[src/rtl/boot_pkg.sv]
// Shared types and constants for the byte-stream boot loader.
package boot_pkg;

    typedef enum logic [3:0] {
        IDLE,
        ADDR_LO,
        ADDR_HI,
        LEN_LO,
        LEN_HI,
        DATA,
        CSUM,
        VEC_LO,
        VEC_HI,
        HOLD,
        RUN,
        ERROR
    } boot_state_t;

    localparam logic [15:0] RESET_VEC_LO       = 16'hfffc;
    localparam logic [15:0] RESET_VEC_HI       = 16'hfffd;
    localparam logic [7:0]  DEFAULT_MAGIC      = 8'hA5;
    localparam int          DEFAULT_RESET_HOLD = 10;

endpackage

[src/rtl/boot_loader.sv]
// Loads a framed image from a host byte stream into memory, writes the reset
// vector, then releases the core's reset after a fixed hold time.
module boot_loader
    import boot_pkg::*;
#(
    parameter int          RESET_HOLD = DEFAULT_RESET_HOLD,
    parameter logic [7:0]  MAGIC      = DEFAULT_MAGIC
) (
    input  logic        clk,
    input  logic        resetn,
    input  logic [7:0]  in_data,
    input  logic        in_valid,
    output logic        in_ready,
    output logic [15:0] mem_address,
    output logic [7:0]  mem_wr_data,
    output logic        mem_wr_enable,
    output logic        loading,
    output logic        proc_resetn,
    output logic        done,
    output logic        error
);

    // HOLD is entered one cycle after the fffd write, so it counts RESET_HOLD-1
    // edges; the counter runs down from RESET_HOLD-2 to zero and leaves on zero.
    localparam logic [15:0] HOLD_INIT = 16'(RESET_HOLD - 2);

    boot_state_t state_q;
    logic [15:0] addr_q;
    logic [15:0] len_q;
    logic [15:0] offset_q;
    logic [15:0] hold_q;
    logic [7:0]  sum_q;
    logic        in_ready_q;
    logic [15:0] mem_address_q;
    logic [7:0]  mem_wr_data_q;
    logic        mem_wr_enable_q;
    logic        loading_q;
    logic        proc_resetn_q;
    logic        done_q;
    logic        error_q;

    logic        accept;
    logic [7:0]  sum_d;

    assign accept = in_valid & in_ready_q;
    assign sum_d  = sum_q + in_data;

    always_ff @(posedge clk or negedge resetn) begin
        if (!resetn) begin
            state_q         <= IDLE;
            addr_q          <= 16'h0000;
            len_q           <= 16'h0000;
            offset_q        <= 16'h0000;
            hold_q          <= 16'h0000;
            sum_q           <= 8'h00;
            in_ready_q      <= 1'b0;
            mem_address_q   <= 16'h0000;
            mem_wr_data_q   <= 8'h00;
            mem_wr_enable_q <= 1'b0;
            loading_q       <= 1'b1;
            proc_resetn_q   <= 1'b0;
            done_q          <= 1'b0;
            error_q         <= 1'b0;
        end else begin
            mem_wr_enable_q <= 1'b0;
            case (state_q)
                IDLE: begin
                    in_ready_q <= 1'b1;
                    if (accept && in_data == MAGIC) begin
                        sum_q   <= 8'h00;
                        state_q <= ADDR_LO;
                    end
                end
                ADDR_LO: if (accept) begin
                    addr_q[7:0] <= in_data;
                    sum_q       <= sum_d;
                    state_q     <= ADDR_HI;
                end
                ADDR_HI: if (accept) begin
                    addr_q[15:8] <= in_data;
                    sum_q        <= sum_d;
                    state_q      <= LEN_LO;
                end
                LEN_LO: if (accept) begin
                    len_q[7:0] <= in_data;
                    sum_q      <= sum_d;
                    state_q    <= LEN_HI;
                end
                LEN_HI: if (accept) begin
                    len_q[15:8] <= in_data;
                    sum_q       <= sum_d;
                    offset_q    <= 16'h0000;
                    state_q     <= ({in_data, len_q[7:0]} == 16'h0000) ? CSUM : DATA;
                end
                DATA: if (accept) begin
                    mem_address_q   <= addr_q + offset_q;
                    mem_wr_data_q   <= in_data;
                    mem_wr_enable_q <= 1'b1;
                    sum_q           <= sum_d;
                    offset_q        <= offset_q + 16'h0001;
                    if (offset_q == len_q - 16'h0001) begin
                        state_q <= CSUM;
                    end
                end
                CSUM: if (accept) begin
                    in_ready_q <= 1'b0;
                    // The low vector byte is registered here so it appears
                    // with the same one-cycle latency as a payload write.
                    if (sum_d == 8'h00) begin
                        mem_address_q   <= RESET_VEC_LO;
                        mem_wr_data_q   <= addr_q[7:0];
                        mem_wr_enable_q <= 1'b1;
                        state_q         <= VEC_LO;
                    end else begin
                        error_q <= 1'b1;
                        state_q <= ERROR;
                    end
                end
                VEC_LO: begin
                    mem_address_q   <= RESET_VEC_HI;
                    mem_wr_data_q   <= addr_q[15:8];
                    mem_wr_enable_q <= 1'b1;
                    state_q         <= VEC_HI;
                end
                VEC_HI: begin
                    hold_q  <= HOLD_INIT;
                    state_q <= HOLD;
                end
                HOLD: begin
                    if (hold_q == 16'h0000) begin
                        proc_resetn_q <= 1'b1;
                        loading_q     <= 1'b0;
                        done_q        <= 1'b1;
                        state_q       <= RUN;
                    end else begin
                        hold_q <= hold_q - 16'h0001;
                    end
                end
                RUN: begin
                end
                ERROR: begin
                end
                default: state_q <= IDLE;
            endcase
        end
    end

    assign in_ready      = in_ready_q;
    assign mem_address   = mem_address_q;
    assign mem_wr_data   = mem_wr_data_q;
    assign mem_wr_enable = mem_wr_enable_q;
    assign loading       = loading_q;
    assign proc_resetn   = proc_resetn_q;
    assign done          = done_q;
    assign error         = error_q;

endmodule

[config.mk]
export PLATFORM = sky130hd
export DESIGN_NAME = boot_loader
export DESIGN_NICKNAME = d
export VERILOG_FILES = /design/src/rtl/boot_pkg.sv /design/src/rtl/boot_loader.sv
export SDC_FILE = /design/constraint.sdc
export NUM_CORES = 1
export LEC_CHECK = 0
export ABC_CLOCK_PERIOD_IN_PS = 5100
export CAP_MARGIN = 20
export CORE_MARGIN = 2
export CORE_UTILIZATION = 45
export CTS_BUF_LIST = sky130_fd_sc_hd__clkbuf_2
export CTS_CLUSTER_SIZE = 16
export DETAILED_ROUTE_END_ITERATION = 12
export PLACE_DENSITY = 0.59
export SYNTH_ARGS = -nofsm -noshare
export SYNTH_HDL_FRONTEND = slang
export SYNTH_SLANG_ARGS = --single-unit
[constraint.sdc]
create_clock -name clk -period 5.1 [get_ports clk]
set_clock_uncertainty 0.15 [all_clocks]
set_input_delay 1.02 -clock clk [delete_from_list [all_inputs] [get_ports clk]]
set_output_delay 1.02 -clock clk [all_outputs]
set_load 0.05 [all_outputs]
# After elaboration in Yosys (flattened, before gate mapping)
# Cells that the tools add are included.
# word_totals
ff_bits	105
in_bits	11
out_inout_bits	30
elab_cells	106
# op_classes
addsub	5
eq_ne	25
n_mux	34
bitwise	3
n_reduce_logical	24
# ops
op	n
two-way mux 16 bit	6
case mux 16 bit (2 select lines)	2
case mux 16 bit (3 select lines)	1
case mux 4 bit (11 select lines)	1
two-way mux 4 bit	10
two-way mux 8 bit	5
logical NOT 16 bit	2
subtractor 16 x 1 -> 16 bit (second input constant)	2
case mux 8 bit (3 select lines)	1
!= test 2 bit (second input constant)	11
adder 16 x 1 -> 16 bit (second input constant)	1
adder 16 bit	1
equality test 16 bit	1
equality test 4 x 3 -> 1 bit (second input constant)	4
equality test 4 bit (second input constant)	4
case mux 8 bit (2 select lines)	1
AND reduction 2 bit	7
AND reduction 10 bit	1
AND reduction 3 bit	3
adder 8 bit	1
equality test 4 x 2 -> 1 bit (second input constant)	2
equality test 8 bit (second input constant)	1
logical NOT 8 bit	1
nonzero test 2 bit	4
14 further kinds	18

# Longest topological paths before layout
# logic_depth
ltp_word	5
mapped_depth	10
mapped_depth_nobuf	9

# Worst setup path before layout
# Ideal clock, no wire load.
# synth_path
kind	input to register
start	input port in_data[0]
end	register mem_wr_data_q[5] (netlist: mem_wr_data[5])
setup_time_ns	0.125
t_arrival_ns	3.385
required_ns	4.825
setup_slack_ns	1.440
stages	10
n_path_buf	1
path_cell_list	ha_1 > fa_1 > a21o_1 > a31oi_1 > o311ai_0 > nor4_1 > o21ai_2 > o211ai_4 > buf_4 > mux2_2
# synth_via
elab_chain_cells	4
# synth_rtl
item	line	text
start, declared	boot_loader.sv:11	input logic [7:0] in_data,
adder 8 bit	boot_loader.sv:46	assign sum_d = sum_q + in_data;
logical NOT 8 bit	boot_loader.sv:109	if (sum_d == 8'h00) begin
!= test 2 bit (no line)	--	
AND reduction 4 bit (no line)	--	
end signal, assigned	boot_loader.sv:97	mem_wr_data_q <= in_data;
end signal, assigned	boot_loader.sv:111	mem_wr_data_q <= addr_q[7:0];
end signal, assigned	boot_loader.sv:121	mem_wr_data_q <= addr_q[15:8];
end, declared	boot_loader.sv:35	logic [7:0] mem_wr_data_q;
# No other way between the ends.
# A chain may end at the register's enable or synchronous reset.

# Final worst setup path
# layout_path
start	input port in_data[0]
end	register mem_address_q[7] (netlist: mem_address[7])
# layout_via
elab_chain_cells	4
# layout_rtl
item	line	text
adder 8 bit	boot_loader.sv:46	
logical NOT 8 bit	boot_loader.sv:109	
!= test 2 bit (no line)	--	
AND reduction 4 bit (no line)	--	
end signal, assigned	boot_loader.sv:96	mem_address_q <= addr_q + offset_q;
end, declared	boot_loader.sv:34	logic [15:0] mem_address_q;
# No other way between the ends.

==> reports/metrics.yaml <==
critPathArrivalTime_ps: 4150
dp_cells: 846
avgViaCountPerCell: 5.706
p_leak_nw: 3.012
cp_slowest_cell: "clkdlybuf4s50_1"
num_rows: 43
syn_to_final_growth_pct: 10.96
fmax_ghz: 0.2717
core_area_um2: 13770
fin_area_um2: 6994
post_cts_buffers: 0
yosysWarnings: 0
gp_congestion: 0.9040
fin_crit_sh: 0.7216
remaining_drc_errors: 0
portBuffers: 40
die_w_um: 122.4
yosys.area.top_type_share: 0.4129
critPathTopFamily: "compound AO/OA/AOI/OAI gates"
synth.area.top_cells: "dfrtp_1 (41%), mux2_2 (7.0%), ha_1 (5.2%)"
grt_pass1_wl_um: 25440
tightest_slew_ps: 973.4
vias: 4924
power_mw: 1.315
cts_tree: "built"
clk_latency_ps: 680
synth_flop_cell: "dfrtp_1"
synthesis.area_um2: 6304
syn_inst: 647
yosysTopAreaCell: "dfrtp_1"
synth_cell_types: 67
holdBufCountCts: 0
cp_num_buf_inv: 2
synth_enable_flop_cells: 0
rsz0062_at_grt: "false"
syn_nets: 686
grt_use_total: 0.2201
worstPathRequired_ps: 5570
first_global_vias: 4908
cts.sinks: 105
start_util: 0.4577
cts_root_buf: "clkbuf_2"
drv_slew: 0
setup_viol: 0
avgSynthCellArea_um2: 9.743
finalWirelength_um: 15710
ir_worst_vdd_uv: 164.3
first_pass_iters: 4
nets: 716
async_flop_share: 1.000
path_max_fanout: 16
power_density_nw_per_um2: 188.1
antenna_found_initial: 1
grt_max_degree: 75
final_cells: 863
wl_per_cell_um: 18.21
fin_crit_ps: 3680
hold_viol: 0
drv_cap: 0
die_area_um2: 14970
slowest_delay_ps: 430
setup_ws_ps: 1420
design.portCount: 41
pre_cts_ws_ps: 725.9
die_h_um: 122.4
holdWs_ps: 287.0
clkSlewWorstSetupHoldPaths_ps: 340
ant_nets: 0
path_cells: "clkdlybuf4s50_1, ha_1, fa_1, a21o_1, a31oi_1, o311ai_0, nor4_1, o21ai_2, o211ai_4, buf_4, a2bb2oi_1"
clk_path_buf_depth: 2
worst_setup_path_end_kind: "flop"
critical_path_class: "in -> reg"
status: "finished clean"
numCtsBuffers: 9
seq_area_frac_synth: 0.4170
overflow: 0
cp-start-kind: "input port"
slew_headroom: 0.3510
ys_ff_latch: 105
hold_path.class: "in -> async"
ctsResizeCount: 0
drtIter0Drc: 323
h-tree-depth: 3
drive_gt1_frac: 0.1202
post-dp-hpwl_um: 11410
final_util: 0.5078
finalSetupTns_ps: 0
placed_cell_area_um2: 6872
worst register-to-register path, delay by kind of cell (launching register included):
kind | cells | cell delay, ps
buf+inv | 1 | 300
fa+ha+maj | 2 | 640
flops | 1 | 460
simple gates | 1 | 390
compound gates | 6 | 1350
cell usage after synthesis (4+ instances only):
| cell type | n |
|---|---|
| nor3b_1 | 4 |
| nand2b_1 | 9 |
| a211oi_1 | 5 |
| or3_1 | 4 |
| mux2i_1 | 12 |
| xnor2_1 | 30 |
| and2_1 | 4 |
| nand4_1 | 6 |
| a2bb2oi_1 | 12 |
| or4_1 | 4 |
| mux2_2 | 39 |
| o22ai_1 | 4 |
| ha_1 | 26 |
| a21o_1 | 4 |
| o21ai_0 | 48 |
| nor2_1 | 44 |
| o21a_1 | 6 |
| and3_1 | 5 |
| a21oi_1 | 19 |
| nor2b_1 | 6 |
| inv_1 | 13 |
| nand2_1 | 76 |
| a22o_1 | 10 |
| nand3_1 | 10 |
| dfrtp_1 | 104 |
| o211ai_1 | 5 |
| clkbuf_1 | 26 |
| xor2_1 | 19 |
| nor3_1 | 19 |
| nor4_1 | 13 |
| a31oi_1 | 5 |
layer usage:
layer / GRT usage / vias up / part of all wire
met5: 0 / - / 0
met1: 0.3001 / 2421 / 0.46
met2: 0.3608 / 80 / 0.48
met3: 0.04275 / 16 / 0.044
li1: - / 2407 / -
met4: 0.05603 / 0 / 0.014
sequential cells by signal, indices dropped and copies added, names as in the netlist, 4 cells and up:
signal / cells
state_q: 4
mem_wr_data: 8
offset_q: 16
mem_address: 16
sum_q: 8
len_q: 16
addr_q: 16
hold_q: 16
cells in the final DEF, fill, tap and decap left out, types with 5 or more instances in the layout:
| cell type | netlist | routed |
|---|---|---|
| a21oi_1 | 19 | 19 |
| a2bb2oi_1 | 12 | 12 |
| nand4_1 | 6 | 6 |
| ha_1 | 26 | 26 |
| o21a_1 | 6 | 6 |
| nor3_1 | 19 | 19 |
| nor2_1 | 44 | 44 |
| a22o_1 | 10 | 10 |
| inv_1 | 13 | 13 |
| dfrtp_1 | 104 | 104 |
| a31oi_1 | 5 | 5 |
| xor2_1 | 19 | 19 |
| xnor2_1 | 30 | 30 |
| mux2i_1 | 12 | 12 |
| mux2_2 | 39 | 39 |
| nand3_1 | 10 | 10 |
| nor4_1 | 13 | 13 |
| clkdlybuf4s50_1 | 0 | 39 |
| clkbuf_2 | 0 | 9 |
| nand2_1 | 76 | 76 |
| nand2b_1 | 9 | 9 |
| o211ai_1 | 5 | 5 |
| a211oi_1 | 5 | 5 |
| o21ai_0 | 48 | 48 |
| nor2b_1 | 6 | 6 |
| and3_1 | 5 | 5 |
| buf_4 | 2 | 10 |
report_power, final:
group	total [mW]	switching (mW)	leakage, nW	internal, mW
clock network	0.423	0.336	0.0720	0.0871
registers	0.836	0	1.32	0.836
logic	0.0561	0.0388	1.62	0.0172
path summary, 6_finish.rpt:
kind / startpoint / endpoint / slack (ps) / cells past startpoint
min reg2reg: loading / loading / 350 / 1
min: resetn / len_q[7] / 290 / 1
max reg2reg: sum_q[0] / mem_address[7] / 1780 / 10
max in group asynchronous: resetn / loading / 3500 / 2
max: in_data[0] / mem_address[7] / 1420 / 11
min in group clk: loading / loading / 350 / 1
cell families (layout without fill, tap and decap cells):
group                      count (synthesis)  in the layout  share of synthesized area
AOI/OAI and AO/OA                        152            152                     0.1675
xor gates and xnor gates                  49             49                    0.06808
adders and majority gates                 28             28                    0.05796
buffers and inverters                     43             78                    0.02719
DFF                                      105            105                     0.4170
muxes                                     51             51                    0.08873
other                                      0              1                          0
and+or+nand+nor                          219            219                     0.1735
layout make-up:
cell class | instances | area (µm²)
flip-flops and latches | 105 | 2629
repair buffers | 49 | 465.4
well taps | 180 | 225.2
inverters | 13 | 48.80
fillers | 1289 | 6779
clock buffers | 9 | 45.04
diodes | 1 | 2.502
multi-input cells | 499 | 3503
clock inverters | 7 | 75.07
No activity file was read; power rests on OpenSTA's default activity.
==> RTL edit 1 (same settings) <==
Make the reset (`resetn`) synchronous in one clocked block.
--- a/src/rtl/boot_loader.sv
+++ b/src/rtl/boot_loader.sv
@@ -47,3 +47,3 @@
 
-    always_ff @(posedge clk or negedge resetn) begin
+    always_ff @(posedge clk) begin
         if (!resetn) begin
Check against the original RTL: differs if resetn is asserted again (counterexample within 4 cycles, from zero or initial values and one cycle with resetn low); with resetn held inactive, the same outputs for 4 cycles.
==> RTL edit 1 against the unedited design <==
Combinational power rose by 5.5%; first-iteration DRC count rose by 7.7%; cell area fell by 5.6%; count of clock-buffer cells in the layout did not move; setup slack got worse by 100 ps; critical endpoint is now mem_wr_data[4]; synthesized cell count rose by 8.5%; sequential cell count did not move; synthesized area fell by 5.3%; sequential share of layout area fell by 5.7 points; total power fell by 2.9%; die area fell by 5.1%; non-clock buffer count rose by 1; wire length fell by 3.1%; critical path type unchanged; global-route usage rose by 0.19 points.
==> RTL edit 1: results (changes against the unedited design) <==
[synth]
synthXorXnorAreaFrac = 0.0748  ; +0.00676
yosysSeqAreaShare = 0.352  ; -0.0648
synth-compound-area-share = 0.161  ; -0.00610
synthAdderAreaFrac = 0.0612  ; +0.00326
ys_async_sr_fraction = 0  ; -1.00
yosys.area.top_type = dfxtp_1
synth.area.top_cells = dfxtp_1, mux2i_1, nor2_1
yosys-top-cells-count = nor2_1, dfxtp_1, mux2i_1

[worst_setup_path]
critPathTopFamily = buffers and inverters
crit_arrival_ps = 4180  ; +30 ps

[clocking]
clkTransAtPathRegs_ps = 270  ; -70 ps
clock_latency_ps = 660  ; -20 ps

[global_route]
grt_antenna_before_repair = 0  ; -1
met2_usage = 0.360  ; -0.000491
use_met3 = 0.0469  ; +0.00418
met1_usage = 0.303  ; +0.00257
grt_max_degree = 39  ; -48%

[pwr]
ir_drop_mv = 0.175  ; +6.5%
leakagePower_nw = 2.69  ; -11%

[route]
drtPass1Iterations = 6  ; +2
routed_wl_um = 15200  ; -3.1%
wl_met2_um = 7040  ; -6.7%
vias_per_cell = 5.72  ; +0.17%
wl_met1_um = 7190  ; -0.91%

[run_status]
outcome = finished, final reports clean

[placed_design]
gp_congestion = 0.900  ; -0.42%
placed_cell_area_um2 = 6490  ; -5.5%
place_inst = 887  ; +4.8%
place_ws_ps = 644  ; -82.3 ps

[sta]
worst_pin_slew_ps = 708  ; -265 ps

[layout]
fillers = 1253  ; -2.8%
nNetsFinal = 761  ; +6.3%
drive_above_1_share = 0.0770  ; -0.0432
final_cells = 903  ; +4.6%
num_antenna_cells = 0  ; -1

-- RTL edit 1: cell types whose count changed after synthesis, sizes merged, moves of 13 or more --
cell | before | now
dfrtp | 104 | 0
a22oi | 0 | 13
nor2 | 44 | 129
o21ai | 53 | 28
mux2 | 39 | 1
mux2i | 12 | 55
dfxtp | 0 | 105
nand2 | 76 | 37
-- RTL edit 1: worst paths after layout --
path                                   from              end  slack, ps  cells past startpoint
worst max-delay path             in_data[0]   mem_wr_data[4]       1320                     13
worst min-delay path                loading          loading        330                      2
worst max register to register  offset_q[2]  mem_address[15]       1680                      9
worst min register to register      loading          loading        330                      2
-- RTL edit 1: final cells by class --
cell class	instances	area share
multi-input combinational	545	0.552
sequential	105	0.318
timing repair buffer	50	0.0739
tap	176	0.0334
clock inverter	7	0.00910
clock buffer	9	0.00682
inverter	11	0.00626
-- RTL edit 1: report_power, final --
group / switching, mW / internal, mW / total, mW
combinational: 0.0402 / 0.0190 / 0.0592
clock: 0.285 / 0.109 / 0.393
sequential: 0.000781 / 0.824 / 0.825
==> RTL edit 2 (same settings) <==
Made on the original files. The 12 states of `boot_state_t` get a one-hot encoding in 12 bits.
--- a/src/rtl/boot_pkg.sv
+++ b/src/rtl/boot_pkg.sv
@@ -3,15 +3,15 @@
 
-    typedef enum logic [3:0] {
-        IDLE,
-        ADDR_LO,
-        ADDR_HI,
-        LEN_LO,
-        LEN_HI,
-        DATA,
-        CSUM,
-        VEC_LO,
-        VEC_HI,
-        HOLD,
-        RUN,
-        ERROR
+    typedef enum logic [11:0] {
+        IDLE    = 12'b000000000001,
+        ADDR_LO = 12'b000000000010,
+        ADDR_HI = 12'b000000000100,
+        LEN_LO  = 12'b000000001000,
+        LEN_HI  = 12'b000000010000,
+        DATA    = 12'b000000100000,
+        CSUM    = 12'b000001000000,
+        VEC_LO  = 12'b000010000000,
+        VEC_HI  = 12'b000100000000,
+        HOLD    = 12'b001000000000,
+        RUN     = 12'b010000000000,
+        ERROR   = 12'b100000000000
     } boot_state_t;
Function: no difference found for any inputs over 4 cycles, from zero or initial values and one cycle with resetn low; so few cycles prove little.
==> RTL edit 2 against the unedited design <==
Via count grew 12%; critical path depth is the same; sequential cell count grew 8; synthesized area grew 8.3%; wire length grew 4.8%; cell area grew 10%; total power grew 16%; setup slack lost 120 ps; critical path type unchanged; critical endpoint is now mem_address[9]; largest cell class unchanged.
==> RTL edit 2: results (changes against the unedited design) <==
[route]
vias_per_cell = 5.89  ; +3.3%
final_antenna_net_count = 0  ; unchanged
routed_wl_um = 16500  ; +4.8%
drt-initial-drc-count = 539  ; +67%
drtPass1Iterations = 5  ; +1

[pwr]
leakagePower_nw = 3.64  ; +21%
switching_power_mw = 0.397  ; +5.8%
ir_drop_mv = 0.203  ; +23%

[worst_setup_path]
cp_slowest_stage_delay_ps = 460  ; +30 ps
worstSetupStartpoint = in_data[0]
path_max_fanout = 24  ; +8
critPathTopFamily = simple AND/OR/NAND/NOR gates
critPathKind = in -> reg
slowest_stage = nor4_1
timing.rr.end = mem_address[9]
rr_startpoint = state_q[11]
r2r_slack_ps = 1400  ; -380 ps
crit_arrival_ps = 4270  ; +120 ps
reg2reg_depth = 9  ; -1
cp-start-kind = input pin

[global_route]
use_met3 = 0.0469  ; +0.00415
met2_usage = 0.345  ; -0.0154
grt_pass1_wl_um = 27700  ; +9.0%
grt_pass1_vias = 5351  ; +9.0%
grt_max_degree = 84  ; +12%
met1_usage = 0.295  ; -0.00489
grt_use_total = 0.215  ; -0.00515

[synth]
yosysUniqueCellTypes = 74  ; +10%
yosys_warnings = 0  ; unchanged
synth_nets = 724  ; +5.5%
netlist_instances = 685  ; +5.9%
synthAdderAreaFrac = 0.0535  ; -0.00443
yosys-top-cells-count = dfrtp_1, nand2_1, nor2_1
ys_async_sr_fraction = 1.00  ; unchanged
synth_mux_area_frac = 0.0620  ; -0.0268
synth-compound-area-share = 0.161  ; -0.00621
synthFlopType = dfrtp_1
yosysSeqAreaShare = 0.415  ; -0.00237
synthXorXnorAreaFrac = 0.0687  ; +0.000662
synth.area.top_cells = dfrtp_1, mux2_2, ha_1

[clocking]
clkTransAtPathRegs_ps = 170  ; -170 ps
cts_resized = 0  ; unchanged
h-tree-depth = 4  ; +1
cts_made_buffers = 17  ; +8
clock_latency_ps = 680  ; about the same

[placed_design]
hpwl_um = 12200  ; +7.0%
port_buffers = 40  ; unchanged
place_ws_ps = 594  ; -132 ps
placed_cell_area_um2 = 7420  ; +8.0%
place_inst = 896  ; +5.9%
gp_congestion = 0.898  ; -0.65%

[min_path]
hold_class = reg -> reg

[layout]
final_cells = 932  ; +8.0%
nNetsFinal = 769  ; +7.4%
drive_above_1_share = 0.162  ; +0.0413

[sta]
worst_pin_slew_ps = 958  ; -15.6 ps
fin_crit_ps = 3800  ; +118 ps

[run_status]
outcome = finished, final reports clean

## RTL edit 2: per-layer routing
layer / wire, µm / vias to the layer above
met5: 0 / -
met4: 271 / 0
met3: 624 / 21
met2: 7780 / 142
met1: 7780 / 2700
li1: - / 2630
## RTL edit 2: kinds of logic (layout without fill, tap and decap cells)
kind of cell,count (synthesis),after routing
muxes,38,38
DFF,113,113
and+or+nand+nor,258,258
buffers and inverters,45,103
AOI/OAI and AO/OA,151,151
xor gates and xnor gates,52,52
other,0,1
adders and majority gates,28,28
## RTL edit 2: worst min path at each step
stage	start	endpoint	slack [ps]	cells after the start
after global placement	error	error	300	1
after CTS	resetn	hold_q[8]	320	1
final	error	error	340	1
after floorplan	sum_q[0]	sum_q[0]	290	2
after global routing	error	error	350	1
after detailed placement	error	error	310	1
## RTL edit 2: final cells by class
cell class,count,area [µm²]
Clock inverter,15,145
Clock buffer,17,85.1
Sequential cell,113,2830
Tap cell,188,235
Inverter,15,56.3
Antenna cell,1,2.50
Timing Repair Buffer,56,544
Fill cell,1377,7330
Multi-Input combinational cell,527,3800
## RTL edit 2: what timing repair did
item / 4_1_cts / 5_1_grt
setup endpoints to repair: 0 / 0
setup buffers: 0 / 0
endpoints found under the hold margin: 0 / 10
hold buffers: 0 / 1
## RTL edit 2: worst register-to-register path: stages (launching register included)
cell     delay (ps)
dfrtp_1         460
or4_1           710
nor2_4          190
nand2_2         120
nor4_4          750
nand4_2         230
a21oi_4         370
or2_1           150
buf_4           310
o22a_1          210
## RTL edit 2: power by group through the flow
stage	clock network (mW)	registers, mW	logic [mW]
6_report	0.579	0.897	0.0555
5_1_grt	0.647	0.897	0.0623
4_1_cts	0.604	0.897	0.0536
3_5_place_dp	0	0.913	0.0536
3_3_place_gp	0	0.913	0.0530
2_1_floorplan	0	0.913	0.0111
